`config.mk`:
```
export PLATFORM = sky130hd
export DESIGN_NAME = util_tdd_sync_ctrl
export DESIGN_NICKNAME = d
export VERILOG_FILES = /design/src/rtl/util_tdd_sync_ctrl.sv
export SDC_FILE = /design/constraint.sdc
export NUM_CORES = 1
export LEC_CHECK = 0
export ABC_AREA = 0
export CORE_MARGIN = 3
export CORE_UTILIZATION = 50
export CTS_CLUSTER_SIZE = 40
export DETAILED_ROUTE_END_ITERATION = 8
export PLACE_DENSITY_LB_ADDON = 0.2
export RECOVER_POWER = 50
export SLEW_MARGIN = 20
export SYNTH_ARGS = -nofsm -noshare
export SYNTH_HDL_FRONTEND = slang
export SYNTH_SLANG_ARGS = --single-unit
```
`constraint.sdc`:
```
create_clock -name clk -period 2.6 [get_ports clk]
set_input_delay 0.52 -clock clk [delete_from_list [all_inputs] [get_ports clk]]
set_output_delay 0.52 -clock clk [all_outputs]
set_load 0.02 [all_outputs]
```
`src/rtl/util_tdd_sync_ctrl.sv`:
```
// TDD sync sequencer: issues 1-cycle sync_trigger strobes from an internal
// period counter or from qualified rising edges of ext_sync_in, counts frames,
// stops after an optional burst and flags edges dropped during holdoff.
module util_tdd_sync_ctrl #(
  parameter int unsigned PERIOD_W = 32,
  parameter int unsigned HOLD_W   = 16,
  parameter int unsigned CNT_W    = 16
) (
  input  logic                clk,
  input  logic                rstn,
  input  logic                enable,
  input  logic                mode,
  input  logic [PERIOD_W-1:0] period,
  input  logic [HOLD_W-1:0]   holdoff,
  input  logic [CNT_W-1:0]    burst_len,
  input  logic                ext_sync_in,
  output logic                sync_trigger,
  output logic                busy,
  output logic                done,
  output logic [CNT_W-1:0]    frame_cnt,
  output logic                missed_sync
);

  typedef enum logic [2:0] {StIdle, StArm, StRun, StHold, StDone} state_e;

  state_e              state_q, state_d;
  logic                ext_q;
  logic                mode_q, mode_d;
  logic [PERIOD_W-1:0] period_q, period_d;
  logic [HOLD_W-1:0]   hold_q, hold_d;
  logic [CNT_W-1:0]    burst_q, burst_d;
  logic [PERIOD_W-1:0] cnt_q, cnt_d;
  logic [CNT_W-1:0]    frame_q, frame_d;
  logic                trig_q, trig_d;
  logic                miss_q, miss_d;

  logic                sync_edge;
  logic                burst_hit;
  logic [PERIOD_W-1:0] period_eff;

  assign sync_edge  = ext_sync_in & ~ext_q;
  // The frame just strobed was the last one of a finite burst.
  assign burst_hit  = (burst_q != '0) && (frame_q == burst_q);
  // Periods below 2 would give back-to-back strobes; clamp to 2.
  assign period_eff = (period < PERIOD_W'(2)) ? PERIOD_W'(2) : period;

  // State and datapath registers with synchronous active-low reset.
  always_ff @(posedge clk) begin
    if (!rstn) begin
      state_q  <= StIdle;
      ext_q    <= 1'b0;
      mode_q   <= 1'b0;
      period_q <= '0;
      hold_q   <= '0;
      burst_q  <= '0;
      cnt_q    <= '0;
      frame_q  <= '0;
      trig_q   <= 1'b0;
      miss_q   <= 1'b0;
    end else begin
      state_q  <= state_d;
      ext_q    <= ext_sync_in;
      mode_q   <= mode_d;
      period_q <= period_d;
      hold_q   <= hold_d;
      burst_q  <= burst_d;
      cnt_q    <= cnt_d;
      frame_q  <= frame_d;
      trig_q   <= trig_d;
      miss_q   <= miss_d;
    end
  end

  // Next-state, trigger decision and counter updates.
  always_comb begin
    state_d  = state_q;
    mode_d   = mode_q;
    period_d = period_q;
    hold_d   = hold_q;
    burst_d  = burst_q;
    cnt_d    = cnt_q;
    frame_d  = frame_q;
    trig_d   = 1'b0;
    miss_d   = 1'b0;

    unique case (state_q)
      StIdle: begin
        if (enable) begin
          state_d  = StArm;
          mode_d   = mode;
          period_d = period_eff;
          hold_d   = holdoff;
          burst_d  = burst_len;
          cnt_d    = '0;
          frame_d  = '0;
        end
      end
      StArm: begin
        state_d = StRun;
        // Internal mode strobes in the first RUN cycle and starts the period.
        if (!mode_q) begin
          trig_d = 1'b1;
          cnt_d  = period_q - PERIOD_W'(1);
        end
      end
      StRun: begin
        if (trig_q && burst_hit) begin
          state_d = StDone;
        end else if (!mode_q) begin
          if (cnt_q == '0) begin
            trig_d = 1'b1;
            cnt_d  = period_q - PERIOD_W'(1);
          end else begin
            cnt_d = cnt_q - PERIOD_W'(1);
          end
        end else if (sync_edge) begin
          trig_d = 1'b1;
          if (hold_q != '0) state_d = StHold;
        end
      end
      StHold: begin
        if (trig_q && burst_hit) begin
          state_d = StDone;
        end else begin
          miss_d = sync_edge;
          // Holdoff window starts the cycle after the strobe.
          if (trig_q) begin
            cnt_d = PERIOD_W'(hold_q) - PERIOD_W'(1);
          end else if (cnt_q == '0) begin
            state_d = StRun;
          end else begin
            cnt_d = cnt_q - PERIOD_W'(1);
          end
        end
      end
      StDone: begin
        state_d = StDone;
      end
      default: begin
        state_d = StIdle;
      end
    endcase

    // Dropping enable aborts from any state and suppresses a coincident strobe.
    if (!enable) begin
      state_d = StIdle;
      trig_d  = 1'b0;
      miss_d  = 1'b0;
    end

    if (trig_d) frame_d = frame_q + CNT_W'(1);
  end

  // Outputs decoded from state and registered strobes.
  always_comb begin
    busy         = (state_q == StArm) || (state_q == StRun) || (state_q == StHold);
    done         = (state_q == StDone);
    sync_trigger = trig_q;
    missed_sync  = miss_q;
    frame_cnt    = frame_q;
  end

endmodule
```
==> results by group <==
Global routing
  – Global-route wire length before repair: 35.7 mm
  – Grt ovf: 0
  – Largest net degree at the start of global routing: 68
  – Antenna violations before repair: 0
  – Number of global-route vias before repair: 6,939
  – Total track usage: 30.6%

Critical path
  – Critical Path Source Type: register
  – Max incr delay on CP: 0.56 ns
  – Critical path endpoint category: register
  – CP max FO: 5
  – Slowest CP cell: or4_4
  – CP required: 2.94 ns
  – Cell mode on critical path: or4_4
  – Crit path kind: register to register
  – Worst EP arrival: 3.08 ns
  – Crit-path cells: or4_4 > or4_4 > or3_4 > o21ai_4 > o31a_1 > buf_6 > buf_12 > a31oi_1 > o221ai_1

Clock network
  – Clock-pin slew on the worst setup and hold paths: 0.06 ns
  – CTS Buffer Depth: 2
  – CTS tree: done
  – Total clock sinks: 119
  – Post-CTS Hold Buffers: 0
  – H-tree levels: 4
  – Num CTS Buffers: 17
  – CTS Root Cell: clkbuf_16
  – Worst skew pair latency: 0.43 ns

Route
  – Mean routed wirelength per cell: 18.5 um
  – Drt drc: 0
  – Pre-antenna DRT Iters: 7
  – Post-route ant nets: 0
  – Initial drt markers: 981
  – Vias per inst: 6.04
  – Via count: 7,689
  – Final wirelength: 23.5 mm

Status
  – Outcome: finished with violations
  – Failing checks: setup timing

Final layout
  – Layout cell share with drive strength beyond 1: 20.2%
  – Area Growth Syn to Fin: 42.5%
  – Post-route insts no fill: 1,272
  – N_diodes: 0
  – End-of-flow core utilization: 74.6%
  – Nets: 1,161
  – Design Area, Final: 9600 um^2

Power
  – P_sw: 1760 uW
  – Peak supply drop: 0.000476 V
  – Comb pwr share: 25.1%
  – Static Leak: 0.00365 uW
  – Pwr Density: 609 nW/um^2
  – Reg power frac: 33.9%
  – Clock network fraction of design power: 41.0%
  – Internal: 4090 uW
  – Sw Share: 30.1%

Placement
  – Placement Setup Slack: -0.264 ns
  – Buffers added on ports: 88
  – Cell count after placement: 1,225
  – GPL Wtd Cong: 0.952
  – Dpl hpwl: 16.1 mm
  – Area post-placement: 8560 um^2

STA
  – Final setup fails: 43
  – Worst-Margin Slew: 1.33 ns
  – Final Skew: 0.0119 ns
  – Final hold slack: 0.472 ns
  – Final worst slack: -0.139 ns
  – Slew HR: 11.6%
  – Final Cycle Share: 105%
  – RSZ-0062 raised after global routing: yes
  – Minimum clock period: 2.74 ns
  – Fmax: 365 MHz
  – Final hold vios: 0
  – Final Max Slew Viols: 0

Synth
  – Top post-synthesis cells by area: dfxtp_1 35%, nand2_1 11%, a21oi_1 7.1%
  – Cells after synthesis: 901
  – Yosys cell types: 67
  – Yosys warning count: 0
  – Most common cell in the netlist: nand2_1
  – Netlist Area Pre-Place: 6740 um^2
  – Register bit total from synthesis: 119
  – Asr flop ratio synth: 0%
  – Most area-hungry cell type in the Yosys netlist: dfxtp_1
  – Syn avg cell area: 7.48 um^2
  – Synthesized net count: 974
  – Share of the synthesized area in the top cell type: 35.4%
  – Top FF cell, synth: dfxtp_1
  – Sequential share of the synthesized area: 35.4%
  – Synth top cells by count: 194 x nand2_1, 119 x dfxtp_1, 96 x a21oi_1
  – EDFF count, synth: 0

Floorplanning
  – Starting Density: 52.3%
  – Core Rows: 41
  – Core area: 12,900 um^2
  – Die height: 122 um
  – Die Area: 14,900 um^2
  – Chip Width: 122 um
  – Num ports: 89

Worst hold path
  – Hold/Removal Path Class: register to register

Flow run
  – Max Cap Viol: 0
## final cells by class
| class | count | area (um^2) |
|---|---|---|
| clock buffers | 21 | 480 |
| clock inverters | 10 | 121 |
| fillers | 978 | 3280 |
| inverters | 19 | 71.3 |
| multi-input cells | 719 | 4390 |
| flip-flops and latches | 119 | 2380 |
| well taps | 172 | 215 |
| repair buffers | 212 | 1930 |
## flip-flops by register name (all words and copies together), names as in the netlist
name          flops
cnt_q            32
period_q         32
burst_q          16
frame_cnt        16
hold_q           16
state_q           3
ext_q             1
missed_sync       1
mode_q            1
sync_trigger      1
## power groups by stage
stage          Sequential [uW]  Combinational [uW]  Clock (uW)
2_1_floorplan             2010                 781           0
3_3_place_gp              2010                1280           0
3_5_place_dp              2020                1290           0
4_1_cts                   1980                1350        2410
5_1_grt                   1990                1570        2500
6_report                  1980                1470        2400
## logic make-up (layout without fill, tap and decap cells)
logic type,count (synthesis),in the layout,synth area share (%)
muxes,3,3,0.446
xor gates and xnor gates,69,69,8.97
DFF,119,119,35.4
AOI/OAI and AO/OA,231,232,21.0
and+or+nand+nor,411,411,29.1
adders and majority gates,4,4,0.743
buffers and inverters,64,262,4.31
## critical path, delay by kind of cell (launching register included)
| kind | cells | cell delay, ns |
|---|---|---|
| compound gates | 4 | 0.65 |
| buf+inv | 2 | 0.29 |
| flops | 1 | 0.31 |
| simple gates | 3 | 1.40 |
## per-layer routing
| layer | global-route usage [%] | part of all wire (%) |
|---|---|---|
| met5 | 0 | 0 |
| met4 | 10.8 | 3.0 |
| met3 | 8.03 | 9.2 |
| met2 | 47.4 | 46 |
| met1 | 41.2 | 42 |
## timing repair
item,4_1_cts,5_1_grt
buffers inserted,11,3
gates resized for setup,14,59
endpoints found under the setup margin,33,46
cloned,1,2
pin swaps,8,23
## placed cells by master (no fill, tap or decap), types with 8 or more instances in the layout
master	instances
nand2_1	192
nand4_1	13
or3_1	8
buf_6	10
xor2_1	16
xnor2_1	52
nor3_1	32
a31oi_1	9
dfxtp_1	117
o21ai_0	18
a21oi_1	92
clkdlybuf4s50_1	85
o22ai_1	12
o21ai_2	11
nor4_1	28
inv_1	15
o21ai_1	19
or4_1	13
nor2_1	52
buf_4	104
clkbuf_16	19
nand3_1	20
o221ai_1	8
## worst paths after layout
kind         cells after the start                      start  slack, ns                   endpoint
min reg2reg                      2  period_q[31]$_SDFFE_PN0P_       0.47  period_q[31]$_SDFFE_PN0P_
min                              2  period_q[31]$_SDFFE_PN0P_       0.47  period_q[31]$_SDFFE_PN0P_
max reg2reg                      9     cnt_q[17]$_SDFFE_PN0P_      -0.14     cnt_q[21]$_SDFFE_PN0P_
max                              9     cnt_q[17]$_SDFFE_PN0P_      -0.14     cnt_q[21]$_SDFFE_PN0P_
## through the flow
stage	power [uW]	TNS (ns)
floorplan	2790	-4.28
global placement	3290	-2.26
detailed placement	3310	-3.64
CTS	5740	-0.0426
global route	6060	-6.36
finish	5850	-2.69
Note: power is estimated with default switching activity, not from simulation.
